==> src/rtl/arith_arbiter.sv <==
// arith_arbiter: two-requester arbiter sharing one registered add/subtract datapath
// Ports: clk, reset (sync, active-high)
//   reqK_valid/reqK_ready        request handshake for requester K (0/1)
//   reqK_operandA/B, reqK_control operands; control 0 = add, 1 = subtract
//   rsp_valid/rsp_ready          response handshake
//   rsp_id, rsp_result, rsp_carryOut, rsp_zero  registered response fields
module arith_arbiter #(
  parameter int SIZE = 32
) (
  input  logic            clk,
  input  logic            reset,
  input  logic            req0_valid,
  output logic            req0_ready,
  input  logic [SIZE-1:0] req0_operandA,
  input  logic [SIZE-1:0] req0_operandB,
  input  logic            req0_control,
  input  logic            req1_valid,
  output logic            req1_ready,
  input  logic [SIZE-1:0] req1_operandA,
  input  logic [SIZE-1:0] req1_operandB,
  input  logic            req1_control,
  output logic            rsp_valid,
  input  logic            rsp_ready,
  output logic            rsp_id,
  output logic [SIZE-1:0] rsp_result,
  output logic            rsp_carryOut,
  output logic            rsp_zero
);
  logic prio, slotFree, grant0, grant1, accept, sel, ctl;
  logic [SIZE-1:0] opA, opB;
  logic [SIZE:0] sum;
  always_comb begin
    slotFree = ~rsp_valid | rsp_ready;
    grant0 = req0_valid & (~req1_valid | ~prio);
    grant1 = req1_valid & (~req0_valid | prio);
    req0_ready = grant0 & slotFree & ~reset;
    req1_ready = grant1 & slotFree & ~reset;
    accept = req0_ready | req1_ready;
    sel = req1_ready;
    opA = sel ? req1_operandA : req0_operandA;
    opB = sel ? req1_operandB : req0_operandB;
    ctl = sel ? req1_control : req0_control;
    sum = {1'b0, opA} + {1'b0, ctl ? ~opB : opB} + {{SIZE{1'b0}}, ctl};
  end
  always_ff @(posedge clk) begin
    if (reset) begin
      rsp_valid <= 1'b0;
      rsp_id <= 1'b0;
      rsp_result <= '0;
      rsp_carryOut <= 1'b0;
      rsp_zero <= 1'b0;
      prio <= 1'b0;
    end else if (accept) begin
      rsp_valid <= 1'b1;
      rsp_id <= sel;
      rsp_result <= sum[SIZE-1:0];
      rsp_carryOut <= sum[SIZE];
      rsp_zero <= ~|sum[SIZE-1:0];
      prio <= ~sel;
    end else if (rsp_ready) begin
      rsp_valid <= 1'b0;
    end
  end
endmodule

==> config.mk <==
export PLATFORM = sky130hd
export DESIGN_NAME = arith_arbiter
export DESIGN_NICKNAME = d
export VERILOG_FILES = /design/src/rtl/arith_arbiter.sv
export SDC_FILE = /design/constraint.sdc
export NUM_CORES = 1
export LEC_CHECK = 0
export BUFFER_PORTS_ARGS = -buffer_cell sky130_fd_sc_hd__buf_2
export CAP_MARGIN = 15
export CORE_MARGIN = 3
export CORE_UTILIZATION = 46
export CTS_BUF_LIST = sky130_fd_sc_hd__clkbuf_8 sky130_fd_sc_hd__clkbuf_16
export DETAILED_ROUTE_END_ITERATION = 12
export GPL_ROUTABILITY_DRIVEN = 0
export PLACE_DENSITY = 0.79
export SETUP_SLACK_MARGIN = 0.05
export SYNTH_ARGS = -nofsm -noshare
export SYNTH_HDL_FRONTEND = slang
export SYNTH_SLANG_ARGS = --single-unit
==> constraint.sdc <==
create_clock -name clk -period 5.2 [get_ports clk]
set_clock_uncertainty 0.2 [all_clocks]
set_input_delay 0.52 -clock clk [delete_from_list [all_inputs] [get_ports clk]]
set_output_delay 0.52 -clock clk [all_outputs]
set_load 0.005 [all_outputs]
-- Yosys cells after proc, flatten, opt, wreduce, memory -nomap -nowiden
Index checks and enable logic that the tools add are counted.
- output and inout port bits: 38
- register bits: 37
- input bits: 135
- word-level logic and storage cells: 34
- bitwise gates (word level): 17
- add/sub/neg operators: 2
- reduce and logical (&&, ||, !) cells: 3
- mux-type cells: 6
- operator list (cell ; count):
    $mux 32 ; 3
    $add 32x32->33 ; 1
    $add 33x1->33 ; 1
    $not 32->32 ; 1
    $reduce_or 32->1 ; 1
    $and 1x1->1 ; 6
    $not 1->1 ; 6
    $or 1x1->1 ; 4
    $mux 1 ; 3
    $reduce_bool 2->1 ; 1
    $logic_not 1->1 ; 1

-- Depth between registers and ports, before layout
Gate-level depths: netlist of run 1.
- word-level depth: 12
- mapped depth: 21

-- Worst setup path before layout of run 1
Ideal clock, no wire load.
- path kind: in2reg
- from: input port reset
- to: register rsp_zero
- data required time: 4.931 ns
- path slack: 0.240 ns
- setup time: 0.069 ns
- arrival: 4.691 ns
- stages: 21
- cells stage by stage: buf_2 > inv_1 > and2_4 > nand3_4 > inv_4 > clkbuf_1 > clkbuf_1 > mux2i_1 > xor2_1 > ha_1 > clkbuf_1 > nand2_1 > nor2_1 > nand3_1 > o311ai_2 > a21oi_2 > or2_4 > o31ai_2 > xor2_1 > or4b_1 > o21ai_1
- cells in the longest elaborated chain, start to end: 9
- elaborated cells between the ends (all ways): 13
- those cells by class: 2 x add/sub; 4 x mux; 5 x bitwise; 2 x reduce/logical
- ends and longest elaborated chain (item ; RTL line ; text):
    start: declaration ; 11 ; input logic reset,
    $not 1->1 ; 36, 37 ;
    $and 1x1->1 ; 37 ; req1_ready = grant1 & slotFree & ~reset;
    $mux 32 ; 41 ; opB = sel ? req1_operandB : req0_operandB;
    $not 32->32 ; 43 ; sum = {1'b0, opA} + {1'b0, ctl ? ~opB : opB} + {{SIZE{1'b0}}, ctl};
    $mux 32 ; 43 ;
    $add 32x32->33 ; 43 ;
    $add 33x1->33 ; 43 ;
    $reduce_or 32->1 ; 58 ; rsp_zero <= ~|sum[SIZE-1:0];
    $logic_not 1->1 ; 58 ;
    end signal: assignment ; 58 ;
    end: declaration ; 27 ; output logic rsp_zero
Parallel ways exist; a longest one is shown, timed or not.
A chain may end at the register's enable or synchronous reset.

-- Final worst setup path of run 1
- from: input port rsp_ready
- to: register rsp_zero
- cells in the longest elaborated chain, start to end: 10
- elaborated cells between the ends (all ways): 15
- those cells by class: 2 x add/sub; 4 x mux; 7 x bitwise; 2 x reduce/logical
- ends and longest elaborated chain (item ; RTL line ; text):
    start: declaration ; 23 ; input logic rsp_ready,
    $or 1x1->1 * ; 33 ; slotFree = ~rsp_valid | rsp_ready;
    $and 1x1->1 (2 in a row) ; 37 ;
    $mux 32 ; 41 ;
    $not 32->32 ; 43 ;
    $mux 32 ; 43 ;
    $add 32x32->33 ; 43 ;
    $add 33x1->33 ; 43 ;
    $reduce_or 32->1 ; 58 ;
    $logic_not 1->1 ; 58 ;
Mark *: on every way between the ends. The rest lies on a longest branch, timed or not.

==> impl_metrics.yaml, run 1 <==
status:
  outcome: "complete, no violations"
synthesis:
  avgSynthCellArea_sq_um: 7.70
  synth-edff-count: 0
  synth_top_area_cell: "dfxtp_1"
  yosys-top-cells-area: "dfxtp_1, xor2_1, ha_1"
  synth_xor_area_share_pct: 11.6
  synth_cells: 571
  yosys.area_share.simple_pct: 19.4
  synth-compound-area-share_pct: 22.9
  synthAdderAreaFrac_pct: 9.27
  yosysMostFrequentCell: "nand2_1"
  synthArstFlopShare_pct: 0
  ys.flop_type: "dfxtp_1"
  synth_fp_nets: 738
  synth-seq-cells: 37
  netlist_area_sq_um: 4400
  synth.cells.most_frequent: "nand2_1, a21oi_1, xor2_1"
  synth_top_area_share_pct: 16.8
  synthDistinctLibCells: 64
  synth_top_family_by_area: "compound AO/OA/AOI/OAI gates"
  seq_area_frac_synth_pct: 16.8
  yosysWarnings: 0
  muxShareOfSynthArea_pct: 16.2
timing:
  rsz0062_at_grt: "false"
  finalMaxSlewViolations: 0
  period_minus_slack_ps: 4660
  slew_headroom_pct: 30.5
  whs_ps: 255
  fmax_mhz: 215
  finalHoldViolCount: 0
  setup_violations: 0
  max_slew.worst_pin.slew_ps: 1040
  fin_crit_sh_pct: 89.6
  setup_tns_ps: 0
  finalWorstSetupSlack_ps: 539
setup_path:
  cp_max_fo: 67
  slowest_stage: "o311ai_2"
  path_cells: "buf_2 -> nand2b_4 -> and2_4 -> nand3_4 -> inv_4 -> buf_12 -> mux2_2 -> ha_1 -> nand2_1 -> nor2_1 -> nand3_1 -> o311ai_2 -> a21oi_2 -> or2_4 -> o31ai_2 -> xor2_1 -> or4b_1 -> o21ai_1"
  cpPeakStageDelay_ps: 510
  endpoint_kind: "flop"
  arrival_ps: 4680
  worstSetupPathType: "in -> reg"
  startpoint_type: "input pin"
  cp.required_ps: 5220
grt:
  grt_pass1_vias: 4430
  antenna_found_initial: 0
  grt_pass1_wl_um: 20300
  track_usage_pct: 21.8
  grt_overflow_total: 0
  grt_max_degree: 68
cts:
  cts_setup_buffers: 0
  cts_tree: "built"
  cts.htree.levels: 2
  clk_pin_slew_ps: 70
  numCtsBuffers: 5
  cts-resized-gates: 0
  cts_hold_buf: 0
  cts_max_path_buffers: 2
  cts_sinks: 37
  clk_latency_ps: 280
  cts_root_buffer: "clkbuf_8"
power:
  max-vdd-ir-drop_uv: 120
  leakagePower_nw: 2.52
  powerDensity_nw_per_um2: 271
  total_power_w: 0.00147
detailed_routing:
  drtPass1Iterations: 5
  drc: 0
  routedWlPerCell_um: 14.5
  dr.first_iter.drc_count: 298
  via_count: 4751
  antenna_left: 0
  via_per_inst: 5.57
  wirelength_um: 12400
final_layout:
  antenna_cells: 0
  ff_latch_area_sq_um: 741
  fillers: 901
  drive_above_1_share_pct: 31.6
  fin_nets: 890
  area_growth_pct: 23.6
  final_cell_area_sq_um: 5430
  multi_input_area_sq_um: 3500
floorplan:
  pin_count: 173
  coreArea_sq_um: 9280
  die-width_um: 104
  die_area_sq_um: 10800
  initial_core_util_pct: 47.4
  rows: 35
  die_y_um: 104
placed_design:
  dp_hpwl_um: 10200
  numPortBuffers: 172
  placed_area_sq_um: 5350
  pre_cts_ws_ps: 307
worst_hold_path:
  hold_class: "reg -> reg"
flow_run:
  cap_violations: 0
-- critical path: cells and delay by family --
family | cells | cell delay, ps
buffers and inverters | 3 | 480
xor gates and xnor gates | 1 | 110
AOI/OAI and AO/OA | 4 | 980
adders and majority gates | 1 | 420
muxes | 1 | 390
and+or+nand+nor | 8 | 1700
-- power by group --
group | leakage (nW) | switching [W] | internal (W) | total (W)
sequential | 0.304 | 0.0000233 | 0.000325 | 0.000348
clock | 0.0491 | 0.0000940 | 0.0000907 | 0.000185
combinational | 2.16 | 0.000543 | 0.000399 | 0.000941
total | 2.52 | 0.000660 | 0.000815 | 0.00147
-- final timing paths --
path	startpoint	end	slack, ps	cells after the start
setup / recovery	rsp_ready	rsp_zero	540	18
hold / removal	rsp_result[22]	rsp_result[22]	250	2
setup reg to reg	rsp_valid	rsp_zero	560	17
hold reg to reg	rsp_result[22]	rsp_result[22]	250	2
-- per-stage QoR --
stage | cells | utilization, %
after CTS | 853 | 58.5
after global routing | 853 | 58.5
final | 853 | 58.5
after global placement | 845 | 57.6
after floorplan | 571 | -
after detailed placement | 845 | 57.6
-- per-layer routing --
layer | part of all wire [%] | global-route usage (%) | routed length (um)
met5 | 0 | 0 | 0
met1 | 44 | 28.9 | 5470
met4 | 1.4 | 4.94 | 175
met2 | 47 | 37.8 | 5860
met3 | 7.1 | 2.80 | 881
-- final cells by class --
cell class / instances / share of cell area, %
Timing Repair Buffer: 177 / 16.8
Clock buffer: 5 / 1.27
Clock inverter: 3 / 0.253
Tap cell: 129 / 2.97
Sequential cell: 37 / 13.6
Multi-Input combinational cell: 493 / 64.4
Inverter: 9 / 0.668
-- flip-flops by register name, indices dropped and copies added (netlist names) --
name	cells
prio	1
rsp_result	32
rsp_valid	1
rsp_carryOut	1
rsp_zero	1
rsp_id	1
-- placed cells by master (no fill, tap or decap), drive strengths merged, types with 10 or more instances in the layout --
| master | count |
|---|---|
| mux2i | 34 |
| xor2 | 45 |
| inv | 10 |
| nor2 | 33 |
| nand3 | 10 |
| dfxtp | 37 |
| xnor2 | 13 |
| mux2 | 32 |
| a21oi | 68 |
| nand2 | 78 |
| nor3 | 11 |
| a21o | 19 |
| buf | 177 |
| ha | 31 |
| o21ai | 29 |
-- logic make-up (layout without fill, tap and decap cells) --
family	Yosys count	after routing
XOR/XNOR	58	58
AO/OA/AOI/OAI	160	160
multiplexers	66	66
buffers and inverters	41	194
adder cells (fa/ha/maj)	32	32
flip-flops	37	37
AND/OR/NAND/NOR	177	177
Power figures use the tool's default switching activity.
==> run 2, diff against run 1 <==
BUFFER_PORTS_ARGS = -buffer_cell sky130_fd_sc_hd__clkbuf_2   (was -buffer_cell sky130_fd_sc_hd__buf_2)
CORE_MARGIN = 5   (was 3)
SKIP_CTS_REPAIR_TIMING = 1   (was default)
==> run 2 against run 1 <==
Core utilization is 0.20 points higher. Sequential cell count did not move. Count of clock-buffer cells in the layout grew 2. Cell count did not move. Die area increased by 7.9%. First-iteration DRC count grew 18%. Critical endpoint is now rsp_carryOut. Worst setup slack improved by 49 ps. Global-route usage is 1.1 points lower. Sequential power barely moved. Sequential share of layout area is essentially flat.
==> impl_metrics.yaml, run 2 (same netlist as run 1, synthesis figures left out) <==
worst_hold_path:
  holdPathStages: 2
  hold_class: "reg -> reg"
  hp-start: "rsp_result[24]"
  hold_end: "rsp_result[24]"
detailed_routing:
  drc: 0
  routedWlPerCell_um: 14.8
  via_count: 4765
  antenna_left: 0
  dr.first_iter.drc_count: 353
  via_per_inst: 5.59
  wirelength_um: 12600
  drtPass1Iterations: 5
setup_path:
  worst_path_most_repeated_cell: "a21oi_1"
  startpoint_type: "input pin"
  slowest_stage: "o41ai_1"
  arrival_ps: 4610
  worstSetupPathType: "in -> reg"
  r2r-start: "rsp_valid"
  cp_max_fo: 67
  cpPeakStageDelay_ps: 610
  endpoint_kind: "flop"
  reg2reg_to: "rsp_carryOut"
  cp.required_ps: 5200
  r2r_cells: 18
  crit_start: "rsp_ready"
  r2r_slack_ps: 610
  path_cells: "clkbuf_2 -> nand2b_4 -> and2_4 -> nand3_4 -> inv_4 -> buf_12 -> mux2i_1 -> xor2_1 -> ha_1 -> and3_1 -> nand3_1 -> a21oi_1 -> nor2_1 -> o41ai_1 -> a21o_1 -> a21oi_1 -> o31ai_1 -> a211oi_1 -> nor3_1"
timing:
  setup_tns_ps: 0
  max_slew.worst_pin.slew_ps: 1090
  finalHoldViolCount: 0
  fin_crit_sh_pct: 88.7
  fmax_mhz: 217
  setup_violations: 0
  period_minus_slack_ps: 4610
  slew_headroom_pct: 27.5
  finalMaxSlewViolations: 0
  rsz0062_at_grt: "false"
final_layout:
  mostFrequentLayoutCells: "clkbuf_2, nand2_1, a21oi_1"
  largest_reg_flops: 32
  layout_commonest_cell: "clkbuf_2"
  drive_above_1_share_pct: 31.8
  top_register: "rsp_result"
  area_growth_pct: 24.0
  antenna_cells: 0
  fillers: 906
  ff_latch_area_sq_um: 741
  final_core_util_pct: 58.7
  multi_input_area_sq_um: 3500
  fin_nets: 890
floorplan:
  die-width_um: 108
  die_y_um: 108
  die_area_sq_um: 11600
  initial_core_util_pct: 47.4
  pin_count: 173
  coreArea_sq_um: 9280
  rows: 35
grt:
  grt_pass1_vias: 4452
  grt_overflow_total: 0
  grt_max_degree: 68
  antenna_found_initial: 0
  track_usage_pct: 20.7
  grt_pass1_wl_um: 20200
status:
  outcome: "complete, no violations"
placed_design:
  numPortBuffers: 172
  dp_hpwl_um: 10400
power:
  max-vdd-ir-drop_uv: 126
  leakagePower_nw: 2.53
  powerDensity_nw_per_um2: 276
cts:
  cts_root_buffer: "clkbuf_8"
  clk_pin_slew_ps: 70
  clk_latency_ps: 280
  numCtsBuffers: 5
  cts_max_path_buffers: 2
  cts_tree: "built"
  cts_sinks: 37
  cts.htree.levels: 2
flow_run:
  cap_violations: 0
-- run 2: cell count changes in the layout (fill, tap and decap cells not counted), sizes merged --
cell,before,now
clkinv,2,1
clkbuf,5,179
buf,177,5
inv,10,9
-- run 2: final cells by class --
cell class                      count  area share, %
Multi-Input combinational cell    493           64.2
Sequential cell                    37           13.6
Tap cell                          129           2.96
Clock inverter                      1         0.0918
Clock buffer                        7           1.77
Timing Repair Buffer              177           16.7
Inverter                            9          0.665
-- run 2: worst max-delay path by stage --
| stage | to | slack, ps |
|---|---|---|
| finish | rsp_carryOut | 590 |
| global route | rsp_carryOut | 300 |
| CTS | rsp_carryOut | 610 |
| detailed placement | rsp_carryOut | 330 |
| global placement | rsp_zero | 490 |
| floorplan | rsp_zero | 240 |
-- run 2: power breakdown --
group / switching [W] / internal (W) / leakage [nW]
Clock: 0.0000940 / 0.000120 / 0.0542
Combinational: 0.000541 / 0.000398 / 2.17
Sequential: 0.0000257 / 0.000325 / 0.304
Total: 0.000660 / 0.000843 / 2.53
-- run 2: through the flow --
stage | instance area, sq um | total power (W) | setup WS, ps | hold WS, ps | std cells
2_1_floorplan | 4400 | 0.00102 | 240 | 242 | 571
5_1_grt | 5450 | 0.00162 | 297 | 284 | 853
3_5_place_dp | 5350 | 0.00128 | 330 | 250 | 845
6_report | 5450 | 0.00150 | 588 | 259 | 853
4_1_cts | 5450 | 0.00150 | 614 | 260 | 853
3_3_place_gp | 5350 | 0.00126 | 491 | 245 | 845
-- run 2: metal layers --
metal  GRT usage (%)  vias up  wire length (um)  share of wire (%)
met4            5.50        0               231                1.8
li1                -     2368                 -                  -
met1            28.2     2141              5500                 44
met3            3.06       26               951                7.6
met2            33.9      230              5900                 47
met5               0        -                 0                  0
-- run 2: worst max-delay path, delay by kind of cell --
| family | cells | cell delay, ps |
|---|---|---|
| compound gates | 6 | 1650 |
| mux | 1 | 280 |
| fa+ha+maj | 1 | 450 |
| xor+xnor | 1 | 100 |
| simple gates | 7 | 1100 |
| buf+inv | 3 | 460 |
==> run 3, diff against run 2 <==
ABC_AREA = 1   (was default)
PLACE_DENSITY = 0.78   (was 0.79)
==> run 3 against run 2 <==
Die area grew 7.0%. Cell count rose by 27%. Sequential power down 4%. Largest cell class unchanged. Via count increased by 15%. Sequential cell count stayed put. Critical path depth is 1 higher. Largest power group unchanged. Core utilization down 1.7 points. Fmax up 14%. Sequential share of layout area is 0.82 points lower.
==> impl_metrics.yaml, run 3 <==
final_layout:
  area_growth_pct: 22.6
  final_cell_area_sq_um: 5800
  fin_nets: 1116
  final_cells: 1085
  fillers: 1097
  drive_above_1_share_pct: 21.3
  largest_reg_flops: 32
  top_register: "rsp_result"
  layout_commonest_cell: "nand2_1"
  antenna_cells: 0
  mostFrequentLayoutCells: "nand2_1, clkbuf_2, inv_1"
synthesis:
  synth_fp_nets: 956
  synth-seq-cells: 37
  yosysMostFrequentCell: "nand2_1"
  synth-edff-count: 0
  synth_top_area_cell: "nand2_1"
  avgSynthCellArea_sq_um: 6.00
  synthArstFlopShare_pct: 0
  synth_top_area_share_pct: 20.8
  yosysWarnings: 0
  synth.cells.most_frequent: "nand2_1, inv_1, nor2_1"
  synth_cells: 789
  netlist_area_sq_um: 4740
  yosys-top-cells-area: "nand2_1, dfxtp_1, ha_1"
  synthDistinctLibCells: 37
  seq_area_frac_synth_pct: 15.6
  ys.flop_type: "dfxtp_1"
placed_design:
  dp_hpwl_um: 11500
  numPortBuffers: 172
  placed_area_sq_um: 5710
  placedCellCount: 1078
grt:
  antenna_found_initial: 0
  track_usage_pct: 21.5
  grt_pass1_vias: 5346
  grt_pass1_wl_um: 23000
  grt_max_degree: 71
  grt_overflow_total: 0
flow_run:
  cap_violations: 0
setup_path:
  r2r-start: "rsp_valid"
  endpoint_kind: "flop"
  worstSetupPathType: "reg -> reg"
  cpPeakStageDelay_ps: 520
  crit_cells: 20
  worst_path_most_repeated_cell: "nand2_1"
  cp.required_ps: 5220
  reg2reg_to: "rsp_zero"
  crit_buf_inv: 2
  r2r_cells: 20
  arrival_ps: 4060
  cp_max_fo: 70
  crit_start: "rsp_valid"
  slowest_stage: "fa_1"
  r2r_slack_ps: 1160
  crit_family: "simple AND/OR/NAND/NOR gates"
  path_cells: "nand2_1 -> nand3_4 -> buf_12 -> inv_2 -> nand2_1 -> nand2_1 -> fa_1 -> nand3_1 -> nand2_1 -> nand2_1 -> nand2_1 -> nand3_1 -> nand2_1 -> nand2_1 -> o21ai_1 -> xnor2_1 -> nand4_1 -> nor2_1 -> nand2_1 -> a21oi_1"
  startpoint_type: "flop"
  cp-endpoint: "rsp_zero"
timing:
  max_slew.worst_pin.slew_ps: 1150
  period_minus_slack_ps: 4040
  finalHoldViolCount: 0
  fin_crit_sh_pct: 77.7
  fmax_mhz: 247
  setup_tns_ps: 0
  rsz0062_at_grt: "false"
  finalMaxSlewViolations: 0
  slew_headroom_pct: 23.3
  setup_violations: 0
power:
  power_frac_seq_pct: 22.8
  switching_share_pct: 47.8
  internal_power_w: 0.000774
  max-vdd-ir-drop_uv: 133
  powerDensity_nw_per_um2: 255
  p_clk_share_pct: 13.6
  leakagePower_nw: 3.51
  p_comb_share_pct: 63.6
  switchingPower_w: 0.000709
  total_power_w: 0.00148
detailed_routing:
  via_per_inst: 5.04
  drtPass1Iterations: 5
  dr.first_iter.drc_count: 249
  wirelength_um: 13600
  antenna_left: 0
  via_count: 5465
  routedWlPerCell_um: 12.6
  drc: 0
cts:
  clk_pin_slew_ps: 70
  cts_max_path_buffers: 2
  numCtsBuffers: 5
  cts.htree.levels: 2
  clk_latency_ps: 280
  cts_sinks: 37
  cts_root_buffer: "clkbuf_8"
  cts_tree: "built"
floorplan:
  pin_count: 173
  die_y_um: 111
  initial_core_util_pct: 46.5
  coreArea_sq_um: 10200
  die-width_um: 111
  die_area_sq_um: 12400
  rows: 37
worst_hold_path:
  hold_class: "reg -> reg"
status:
  outcome: "complete, no violations"
[run 3: cell types whose count changed in the layout (fill, tap and decap cells not counted), sizes merged, moves of 8 or more]
cell    before  now
nand2       78  274
nor2        33   59
nand4        5   16
a31oi        2   10
a21o        19    6
xnor2       13    3
nand3       10   39
o21bai       2   15
a21oi       68   35
inv          9  104
xor2        45   37
and3         8    0
mux2        32    0
o211ai       4   18
[run 3: power by group through the flow]
stage / clock (W) / combinational, W / sequential [W]
3_3_place_gp: 0 / 0.000927 / 0.000344
3_5_place_dp: 0 / 0.000933 / 0.000344
2_1_floorplan: 0 / 0.000661 / 0.000345
4_1_cts: 0.000208 / 0.000938 / 0.000338
6_report: 0.000202 / 0.000943 / 0.000338
5_1_grt: 0.000222 / 0.00107 / 0.000342
[run 3: area by class of cell]
class	instances	area, sq um	area share, %
multi-input cells	626	3520	60.6
repair buffers	175	896	15.4
flip-flops and latches	37	741	12.8
inverters	104	390	6.73
well taps	136	170	2.93
clock buffers	6	82.6	1.42
clock inverters	1	7.51	0.129
[run 3: through the flow]
stage / setup slack [ps] / hold slack (ps) / util [%]
floorplan: 1410 / 251 / -
global placement: 935 / 273 / 56.1
detailed placement: 923 / 270 / 56.1
CTS: 1170 / 283 / 57.0
global route: 714 / 306 / 57.0
finish: 1160 / 281 / 57.0
[run 3: kinds of logic (layout without fill, tap and decap cells)]
| group | Yosys count | after routing | share of synthesized area, % |
|---|---|---|---|
| AOI/OAI and AO/OA | 118 | 118 | 15.2 |
| xor gates and xnor gates | 40 | 40 | 7.40 |
| adders and majority gates | 32 | 32 | 8.61 |
| buffers and inverters | 126 | 286 | 10.1 |
| DFF | 37 | 37 | 15.6 |
| muxes | 30 | 30 | 6.34 |
| and+or+nand+nor | 406 | 406 | 36.8 |
[run 3: worst reg2reg max path, cell delays in order (launching register included)]
cell and delay, ps:
dfxtp_1 340, nand2_1 230, nand3_4 190, buf_12 300, inv_2 340, nand2_1 150, nand2_1 100, fa_1 520
nand3_1 140, nand2_1 90, nand2_1 80, nand2_1 90, nand3_1 90, nand2_1 90, nand2_1 110, o21ai_1 100
xnor2_1 360, nand4_1 140, nor2_1 100, nand2_1 70, a21oi_1 130
[run 3: metal layers]
metal  GRT usage, %  routed length (um)
met2           40.5                6840
met4           5.60                 267
met1           24.5                5640
met5              0                   0
met3           4.40                 891
[run 3: worst min path at each step]
stage                   from        to  slack (ps)  cells past startpoint
floorplan             rsp_id    rsp_id         250                      2
detailed placement    rsp_id    rsp_id         270                      2
global route        rsp_zero  rsp_zero         310                      2
CTS                   rsp_id    rsp_id         280                      2
finish                rsp_id    rsp_id         280                      2
global placement      rsp_id    rsp_id         270                      2
